## config.mk

```make
export PLATFORM = sky130hd
export DESIGN_NAME = ctrl_fsm
export DESIGN_NICKNAME = d
export VERILOG_FILES = /design/src/rtl/ctrl_fsm.sv
export SDC_FILE = /design/constraint.sdc
export NUM_CORES = 1
export LEC_CHECK = 0
export BUFFER_PORTS_ARGS = -buffer_cell sky130_fd_sc_hd__buf_2
export CORE_ASPECT_RATIO = 1.75
export CORE_MARGIN = 4
export CORE_UTILIZATION = 51
export DETAILED_ROUTE_END_ITERATION = 7
export HOLD_SLACK_MARGIN = 0.03
export PLACE_DENSITY = 0.79
export SETUP_SLACK_MARGIN = 0.02
export SYNTH_ARGS = -nofsm -noshare
export SYNTH_HDL_FRONTEND = slang
export SYNTH_SLANG_ARGS = --single-unit
```

## constraint.sdc

```tcl
create_clock -name clk -period 1.8 [get_ports clk]
set_input_delay 0.09 -clock clk [delete_from_list [all_inputs] [get_ports clk]]
set_output_delay 0.09 -clock clk [all_outputs]
set_load 0.02 [all_outputs]
```

## src/rtl/ctrl_fsm.sv

```systemverilog
// Multi-cycle control unit: latches the fetched instruction, decodes it and paces
// the fetch/execute loop at four cycles per instruction until HALT.
module ctrl_fsm #(
  parameter logic [3:0]  HALT_OP = 4'hF,
  parameter int unsigned CNT_W   = 16
) (
  input  logic             clk,
  input  logic             reset,
  input  logic [15:0]      instruction,
  output logic             en_pc,
  output logic [3:0]       rf_raddr_a,
  output logic [3:0]       rf_raddr_b,
  output logic [3:0]       rf_waddr,
  output logic             rf_we,
  output logic [3:0]       alu_op,
  output logic             alu_src_imm,
  output logic [7:0]       imm,
  output logic             halted,
  output logic             illegal,
  output logic [CNT_W-1:0] retired
);

  localparam int unsigned IW   = 16;
  localparam int unsigned OP_W = 4;
  localparam int unsigned RA_W = 4;
  localparam int unsigned IM_W = 8;

  localparam logic [OP_W-1:0] OP_LDI = 4'h7;
  localparam logic [OP_W-1:0] OP_MAX = 4'h9;

  typedef enum logic [2:0] {
    FETCH  = 3'd0,
    DECODE = 3'd1,
    EXEC   = 3'd2,
    WB     = 3'd3,
    HALT   = 3'd4
  } state_t;

  state_t            state, state_nxt;
  logic [IW-1:0]     ir, ir_nxt;

  logic              en_pc_nxt;
  logic [RA_W-1:0]   rf_raddr_a_nxt;
  logic [RA_W-1:0]   rf_raddr_b_nxt;
  logic [RA_W-1:0]   rf_waddr_nxt;
  logic              rf_we_nxt;
  logic [OP_W-1:0]   alu_op_nxt;
  logic              alu_src_imm_nxt;
  logic [IM_W-1:0]   imm_nxt;
  logic              halted_nxt;
  logic              illegal_nxt;
  logic [CNT_W-1:0]  retired_nxt;

  // Decode source: the incoming word while IR is being loaded, IR afterwards.
  logic [IW-1:0]     dec_word;
  logic [OP_W-1:0]   dec_op;
  logic [OP_W-1:0]   ir_op;

  function automatic logic is_alu(input logic [OP_W-1:0] op);
    return (op >= 4'd1) && (op <= OP_MAX) && (op != HALT_OP);
  endfunction

  function automatic logic is_undef(input logic [OP_W-1:0] op);
    return (op > OP_MAX) && (op != HALT_OP);
  endfunction

  assign dec_word = (state == DECODE) ? instruction : ir;
  assign dec_op   = dec_word[15:12];
  assign ir_op    = ir[15:12];

  // Next-state and next-output logic.
  always_comb begin
    state_nxt       = state;
    ir_nxt          = ir;
    en_pc_nxt       = 1'b0;
    rf_raddr_a_nxt  = '0;
    rf_raddr_b_nxt  = '0;
    rf_waddr_nxt    = '0;
    rf_we_nxt       = 1'b0;
    alu_op_nxt      = '0;
    alu_src_imm_nxt = 1'b0;
    imm_nxt         = '0;
    halted_nxt      = halted;
    illegal_nxt     = illegal;
    retired_nxt     = retired;

    case (state)
      FETCH: begin
        state_nxt = DECODE;
      end

      DECODE, EXEC: begin
        rf_raddr_a_nxt  = dec_word[7:4];
        rf_raddr_b_nxt  = dec_word[3:0];
        rf_waddr_nxt    = dec_word[11:8];
        imm_nxt         = dec_word[7:0];
        alu_op_nxt      = is_alu(dec_op) ? dec_op : 4'h0;
        alu_src_imm_nxt = is_alu(dec_op) && (dec_op == OP_LDI);
        if (state == DECODE) begin
          ir_nxt    = instruction;
          state_nxt = EXEC;
        end else begin
          state_nxt = WB;
          rf_we_nxt = is_alu(ir_op);
          en_pc_nxt = (ir_op != HALT_OP);
        end
      end

      WB: begin
        if (ir_op == HALT_OP) begin
          state_nxt  = HALT;
          halted_nxt = 1'b1;
        end else begin
          state_nxt   = FETCH;
          retired_nxt = retired + CNT_W'(1);
          if (is_undef(ir_op)) begin
            illegal_nxt = 1'b1;
          end
        end
      end

      HALT: begin
        halted_nxt = 1'b1;
      end

      default: begin
        state_nxt = FETCH;
      end
    endcase
  end

  // State, IR and registered outputs; synchronous active-low reset.
  always_ff @(posedge clk) begin
    if (!reset) begin
      state       <= FETCH;
      ir          <= '0;
      en_pc       <= 1'b0;
      rf_raddr_a  <= '0;
      rf_raddr_b  <= '0;
      rf_waddr    <= '0;
      rf_we       <= 1'b0;
      alu_op      <= '0;
      alu_src_imm <= 1'b0;
      imm         <= '0;
      halted      <= 1'b0;
      illegal     <= 1'b0;
      retired     <= '0;
    end else begin
      state       <= state_nxt;
      ir          <= ir_nxt;
      en_pc       <= en_pc_nxt;
      rf_raddr_a  <= rf_raddr_a_nxt;
      rf_raddr_b  <= rf_raddr_b_nxt;
      rf_waddr    <= rf_waddr_nxt;
      rf_we       <= rf_we_nxt;
      alu_op      <= alu_op_nxt;
      alu_src_imm <= alu_src_imm_nxt;
      imm         <= imm_nxt;
      halted      <= halted_nxt;
      illegal     <= illegal_nxt;
      retired     <= retired_nxt;
    end
  end

endmodule

```

Word level (Yosys, flattened, before mapping)
Cells that the tools add are included.
{"block": "totals", "word_cells": 52, "output_inout_bits": 45, "register_bits": 64, "inputBits": 18}
{"block": "classes", "order_cmp": 5, "bitwise_logic": 3, "eq_ne": 9, "addsub": 1, "n_mux": 6, "n_reduce_logical": 15}
{"op": "$add A16 B1 Y16 const B", "n": 1}
{"op": "$mux W16", "n": 1}
{"op": "$pmux W3 S4", "n": 1}
{"op": "$ge A4 B1 Y1 const B", "n": 2}
{"op": "$le A4 B4 Y1 const B", "n": 2}
{"op": "$ne A4 B4 Y1 const B", "n": 2}
{"op": "$eq A3 B2 Y1 const B", "n": 2}
{"op": "$logic_and A1 B1 Y1", "n": 6}
{"op": "$reduce_and A2 Y1", "n": 3}
{"op": "$reduce_and A3 Y1", "n": 2}
{"op": "$eq A4 B3 Y1 const B", "n": 1}
{"op": "$eq A4 B4 Y1 const B", "n": 1}
{"op": "$gt A4 B4 Y1 const B", "n": 1}
{"op": "$eq A3 B1 Y1 const B", "n": 1}
{"op": "$eq A3 B3 Y1 const B", "n": 1}
{"op": "$logic_not A3 Y1", "n": 1}
{"op": "$mux W3", "n": 1}
{"op": "$not A1 Y1", "n": 3}
{"op": "$reduce_or A3 Y1", "n": 1}
{"op": "$mux W1", "n": 2}
{"op": "$ne A2 B2 Y1 const B", "n": 1}
{"op": "$pmux W1 S2", "n": 1}
{"op": "$reduce_bool A2 Y1", "n": 1}
{"op": "$reduce_or A2 Y1", "n": 1}

Longest topological paths before layout
Gate-level depths: netlist (run 1).
{"block": "logic_depth", "word_depth": 6, "ltp_mapped": 5, "depth_no_buf": 5}

Least setup slack after synthesis (run 1)
Ideal clock, no wire load.
{"block": "synth_path", "kind": "register -> register", "from": "register retired[7]", "to": "register retired[15]", "stages_incl_launch_ff": 5, "n_path_buf": 0, "t_required_ns": 1.730, "synth_period_minus_slack_ns": 1.593, "arrival_time_ns": 1.523, "setup_time_ns": 0.070, "path_slack_ns": 0.207, "path_cell_list": "dfxtp_1 > and4_4 > nand4_4 > or4_1 > a21boi_1"}
{"block": "synth_between", "elab_chain_len": 1}
{"element": "from (decl)", "line": "20", "source": "output logic [CNT_W-1:0] retired"}
{"element": "from (signal assigned)", "line": "161", "source": "retired <= retired_nxt;"}
{"element": "$add A16 B1 Y16", "line": "115", "source": "retired_nxt = retired + CNT_W'(1);"}
Every way passes these cells.
A chain may end at the register's enable or synchronous reset.

Final worst setup path (run 1)
{"block": "layout_path", "from": "register state[1]", "to": "register retired[15]"}
{"block": "layout_between", "elab_chain_len": 2}
{"element": "from (decl)", "line": "39", "source": "state_t state, state_nxt;"}
{"element": "from (signal assigned)", "line": "149", "source": "state <= state_nxt;"}
{"element": "$eq A3 B2 Y1", "line": "87", "source": "case (state)"}
{"element": "$reduce_and A2 Y1 (no source line)"}
Every way passes these cells.

==> results.json, run 1 <==
{
  "reg2reg_from": "state[1]",
  "p_total_mw": 2.417,
  "fin_tns_setup_ns": 0,
  "fmax_ghz": 0.6321,
  "synth_xor_area_share_pct": 3.215,
  "highest_layer": "met4",
  "synth.area.top_cells": "dfxtp_1 (51%), mux2i_1 (6.9%), nor2b_1 (4.9%)",
  "fin_nets": 289,
  "gr-total-overflow": 0,
  "grt_max_degree": 31,
  "ys_top_cells_by_count": "dfxtp_1 (56), nor2b_1 (17), mux2i_1 (15)",
  "clk_path_buf_depth": 2,
  "cp.arrival_ns": 1.82,
  "r2r_cells": 4,
  "die_w_um": 57.42,
  "critical_path.slowest_cell": "or4_1",
  "num_vias": 1642,
  "syn_nets": 231,
  "min_to": "rf_waddr[1]",
  "ys_types": 39,
  "powerDensity_nw_per_um2": 920.4,
  "synth-seq-area-share_pct": 51.44,
  "holdBufCountCts": 0,
  "die_height_um": 94.48,
  "synthMuxAreaShare_pct": 7.405,
  "post-route-util_pct": 63.28,
  "cts_buffers": 5,
  "diodes": 0,
  "avgViaCountPerCell": 5.131,
  "ctsResizeCount": 0,
  "setup_viol": 0,
  "clkLatencyLatePin_ns": 0.30,
  "worst_pin_slew_ns": 0.3371,
  "avgSynthCellArea_um2": 10.28,
  "combPwrFrac_pct": 9.7,
  "place_congestion": 0.8166,
  "synth_top_family_by_area": "simple AND/OR/NAND/NOR gates",
  "p_leak_nw": 1.210,
  "r2r_slack_ns": 0.22,
  "first_global_vias": 1555,
  "drive_gt1_share_pct": 30.26,
  "synth-edff-count": 0,
  "area_growth_pct": 20.49,
  "antenna_found_initial": 0,
  "crit_buf_inv": 0,
  "relSlewSlack_pct": 77.46,
  "grt_usage_pct": 15.89,
  "swShare_pct": 22.38,
  "fin_skew_ns": 0.006057,
  "max_stage_delay_ns": 0.45,
  "initial_core_util_pct": 52.52,
  "cts_sinks": 56,
  "drv_cap": 0,
  "min_path_type": "primary input to flop",
  "fin_crit_sh_pct": 87.89,
  "synth_compound_area_share_pct": 7.405,
  "met2_length_um": 2244,
  "num_io_pins": 63,
  "start_kind": "flop",
  "hold_depth": 3,
  "synth.top_cell.area_share_pct": 51.44,
  "grt_pass1_wl_um": 6844,
  "yosys.area.top_type": "dfxtp_1",
  "postRouteAntennaNets": 0,
  "hold_viol_final": 0,
  "synthArstFlopShare_pct": 0,
  "hold_start": "instruction[9]",
  "fp-row-count": 31,
  "routedWlPerCell_um": 12.99,
  "timing.rr.end": "retired[15]",
  "ys_seq_elements": 56,
  "ys_warn_count": 0,
  "path_clk_slew_ns": 0.10,
  "final_max_slew_viol_count": 0,
  "dpl.hpwl_um": 3100,
  "firstDrtPassIters": 4,
  "synthCells": 212,
  "synth_ff_type": "dfxtp_1",
  "p_sw_uw": 541.0,
  "crit_type": "flop to flop",
  "finalCriticalPeriod_ns": 1.582,
  "yosysMostFrequentCell": "dfxtp_1",
  "cp.required_ns": 2.04,
  "syn_area_um2": 2180,
  "drc": 0,
  "worstSetupEndpointType": "flop",
  "crit_fanout": 9,
  "outcome": "finished, final reports clean",
  "wl_met3_um": 222,
  "drt_wl_total_um": 4157,
  "pwr-share-seq_pct": 54.2,
  "ir_drop_mv": 0.6787,
  "met1_length_um": 1625,
  "cts_tree": "yes",
  "dr.first_iter.drc_count": 14,
  "yosys.area_share.simple_pct": 24.74,
  "coreArea_um2": 4150,
  "cts_root_buf": "clkbuf_8",
  "synthAdderAreaFrac_pct": 0.5741,
  "die_area_um2": 5425,
  "internal-power_mw": 1.876,
  "worstPathCellList": "and3b_1, nand4_2, or4_1, a21boi_1",
  "pwr-share-clk_pct": 36.1,
  "path_delay_family": "simple AND/OR/NAND/NOR gates",
  "portBuffers": 62,
  "htreeDepth": 2,
  "rsz0062_at_grt": "no",
  "cts_setup_buffers": 0
}
==> area by class of cell <==
| class | count | area [um2] |
|---|---|---|
| repair buffers | 68 | 355.3 |
| fillers | 358 | 1524 |
| flip-flops and latches | 56 | 1121 |
| well taps | 49 | 61.31 |
| clock buffers | 7 | 96.34 |
| inverters | 3 | 11.26 |
| multi-input cells | 136 | 950.9 |
| clock inverters | 1 | 30.03 |
==> worst max-delay path by stage <==
stage                          start     endpoint  slack [ns]  cells past startpoint
after floorplan           retired[7]  retired[15]        0.21                      4
after global routing      retired[2]  retired[15]        0.07                      4
after detailed placement  retired[0]   retired[8]        0.25                      5
after CTS                 retired[0]   retired[8]        0.22                      5
after global placement      state[1]  retired[15]        0.28                      4
final                       state[1]  retired[15]        0.22                      4
==> through the flow <==
| stage | hold WS (ns) | worst slack (ns) | cell area (um2) | std cells |
|---|---|---|---|---|
| floorplan | 0.2572 | 0.2072 | 2180 | 212 |
| global placement | 0.3518 | 0.2771 | 2500 | 312 |
| detailed placement | 0.3582 | 0.2470 | 2500 | 312 |
| CTS | 0.03686 | 0.2217 | 2626 | 320 |
| global route | 0.04907 | 0.06983 | 2626 | 320 |
| finish | 0.04409 | 0.2179 | 2626 | 320 |
==> flip-flops by register name, summed over array words and instances (netlist names) <==
name         cells
imm              1
ir              16
alu_src_imm      1
illegal          1
rf_raddr_a       4
rf_waddr         4
rf_we            1
retired         16
alu_op           4
state            3
en_pc            1
rf_raddr_b       3
halted           1
==> tightest hold or removal path: stages <==
cell	delay, ns
buf_2	0.07
mux2i_1	0.07
nor2_1	0.08
==> power groups by stage <==
stage | registers [mW] | clock network, mW | logic (mW)
2_1_floorplan | 1.36 | 0 | 0.148
3_3_place_gp | 1.34 | 0 | 0.234
3_5_place_dp | 1.34 | 0 | 0.237
4_1_cts | 1.31 | 0.897 | 0.238
5_1_grt | 1.32 | 0.966 | 0.257
6_report | 1.31 | 0.873 | 0.234
==> logic make-up (layout without fill, tap and decap cells) <==
group / after synthesis / after routing
compound gates: 25 / 25
flops: 56 / 56
xor+xnor: 8 / 8
simple gates: 86 / 86
mux: 16 / 16
fa+ha+maj: 1 / 1
buf+inv: 20 / 79
==> cells in the final DEF (no fill, tap or decap), drive strengths merged, types with 2 or more instances in the layout <==
cell	Yosys	final
nor3b	5	5
xnor2	7	7
or3	7	7
a21boi	9	9
clkbuf	6	7
a21oi	2	2
nand2	5	5
nand4	9	9
and2	12	12
nor2	13	13
nor3	2	2
o21a	2	2
nor2b	17	17
nand3b	2	2
mux2i	15	15
buf	11	68
inv	3	3
nand3	5	5
dfxtp	56	56
o21ai	8	8
and3	3	3
and4	2	2
==> layer usage <==
metal	up-vias	global-route usage (%)
li1	837	-
met3	7	3.694
met4	0	6.190
met1	752	17.71
met5	-	0
met2	46	28.49
No activity file was read; power rests on OpenSTA's default activity.
==> run 2, diff against run 1 <==
Settings changed: REMOVE_ABC_BUFFERS set to 1.
==> run 2 against run 1 <==
  * Critical path depth unchanged
  * Via count rose by 0.18%
  * Wire length is 0.53% lower
  * Clock power fell by 19%
  * Non-clock buffer count rose by 2
  * Total power shrank 6.6%
==> results.json, run 2 (synthesized netlist as in run 1, its figures left out) <==
{
  "coreArea_um2": 4150,
  "htreeDepth": 2,
  "fin_nets": 291,
  "postRouteAntennaNets": 0,
  "min_path_type": "primary input to flop",
  "start_kind": "flop",
  "place_congestion": 0.7082,
  "swShare_pct": 24.42,
  "holdBufCountCts": 0,
  "fillers": 381,
  "finalCriticalPeriod_ns": 1.645,
  "grt_pass1_wl_um": 7003,
  "final_area_um2": 2611,
  "cts_setup_buffers": 0,
  "fin_skew_ns": 0.005622,
  "firstDrtPassIters": 2,
  "cts_root_buf": "clkbuf_8",
  "die_w_um": 57.42,
  "pwr-share-clk_pct": 31.3,
  "cts_sinks": 56,
  "wl_met3_um": 285,
  "reg.largest.list": "ir (16), retired (16)",
  "diodes": 0,
  "worst_pin_slew_ns": 0.2875,
  "grt_max_degree": 29,
  "worstSetupEndpointType": "flop",
  "dpl.hpwl_um": 3150,
  "path_clk_slew_ns": 0.10,
  "crit_fanout": 9,
  "crit_type": "flop to flop",
  "initial_core_util_pct": 52.52,
  "setup_viol": 0,
  "cp.required_ns": 2.04,
  "routedWlPerCell_um": 12.84,
  "ir_drop_mv": 0.8069,
  "pre_cts_ws_ns": 0.1692,
  "antenna_found_initial": 0,
  "grt_usage_pct": 16.65,
  "fp-row-count": 31,
  "placed_cell_area_um2": 2515,
  "pwr-share-seq_pct": 57.9,
  "clk_path_buf_depth": 2,
  "setup_slack_ns": 0.1548,
  "p_leak_nw": 1.207,
  "hold_viol_final": 0,
  "die_height_um": 94.48,
  "drive_gt1_share_pct": 30.77,
  "area_growth_pct": 19.80,
  "ctsResizeCount": 0,
  "post-route-util_pct": 62.92,
  "final_max_slew_viol_count": 0,
  "fin_crit_sh_pct": 91.40,
  "num_vias": 1645,
  "rsz0062_at_grt": "no",
  "met2_length_um": 2189,
  "fin_tns_setup_ns": 0,
  "drc": 0,
  "cp.arrival_ns": 1.89,
  "die_area_um2": 5425,
  "cts_buffers": 5,
  "final_cell_mix": "buf_2 (62), dfxtp_1 (56), nor2b_1 (17)",
  "combPwrFrac_pct": 10.7,
  "avgViaCountPerCell": 5.109,
  "outcome": "finished, final reports clean",
  "fmax_ghz": 0.6078,
  "powerDensity_nw_per_um2": 864.1,
  "highest_layer": "met4",
  "mostFrequentLayoutCell": "buf_2",
  "drt_wl_total_um": 4135,
  "clkLatencyLatePin_ns": 0.30,
  "num_io_pins": 63,
  "portBuffers": 62,
  "drv_cap": 0,
  "first_global_vias": 1625,
  "p_sw_uw": 550.9,
  "met1_length_um": 1560,
  "relSlewSlack_pct": 80.78,
  "cts_tree": "yes",
  "gr-total-overflow": 0,
  "internal-power_mw": 1.706,
  "dr.first_iter.drc_count": 33
}
## run 2: cell count changes in the layout (fill, tap and decap cells not counted)
cell,change
clkinv_2,+1
bufinv_16,-1
clkbuf_8,-1
inv_6,+1
buf_4,+2
## run 2: per-layer routing
| metal | vias up | GRT usage, % |
|---|---|---|
| met5 | - | 0 |
| met4 | 0 | 7.930 |
| met3 | 9 | 5.609 |
| met2 | 43 | 30.57 |
| met1 | 757 | 16.18 |
| li1 | 836 | - |
## run 2: final timing paths
check,start,to,slack (ns),cells after the start
min,instruction[9],rf_waddr[1],0.04,3
min reg2reg,halted,halted,0.46,1
max,state[0],retired[15],0.15,4
max reg2reg,state[0],retired[15],0.15,4
## run 2: critical path, cell delays in order (launching register included)
cell and delay [ns]:
dfxtp_1 0.41, and3b_1 0.34, nand4_2 0.25, or4_1 0.45
a21boi_1 0.14
## run 2: layout make-up
class | count | area, um2 | area share, %
clock buffer | 6 | 82.58 | 3.162
clock inverter | 2 | 13.76 | 0.5271
inverter | 3 | 11.26 | 0.4312
multi-input combinational | 136 | 950.9 | 36.42
sequential | 56 | 1121 | 42.93
tap | 49 | 61.31 | 2.348
timing repair buffer | 70 | 370.4 | 14.18
## run 2: power by group through the flow
stage / logic, mW / registers [mW] / clock network (mW)
after global routing: 0.271 / 1.31 / 0.787
after CTS: 0.247 / 1.31 / 0.733
after detailed placement: 0.246 / 1.34 / 0
final: 0.242 / 1.31 / 0.707
after global placement: 0.242 / 1.33 / 0
after floorplan: 0.114 / 1.37 / 0
## run 2: through the flow
| stage | hold WS (ns) | total power [mW] | cells |
|---|---|---|---|
| after floorplan | 0.2039 | 1.483 | 195 |
| after global placement | 0.3487 | 1.577 | 314 |
| after detailed placement | 0.3626 | 1.582 | 314 |
| after CTS | 0.03427 | 2.288 | 322 |
| after global routing | 0.05074 | 2.371 | 322 |
| final | 0.03966 | 2.257 | 322 |
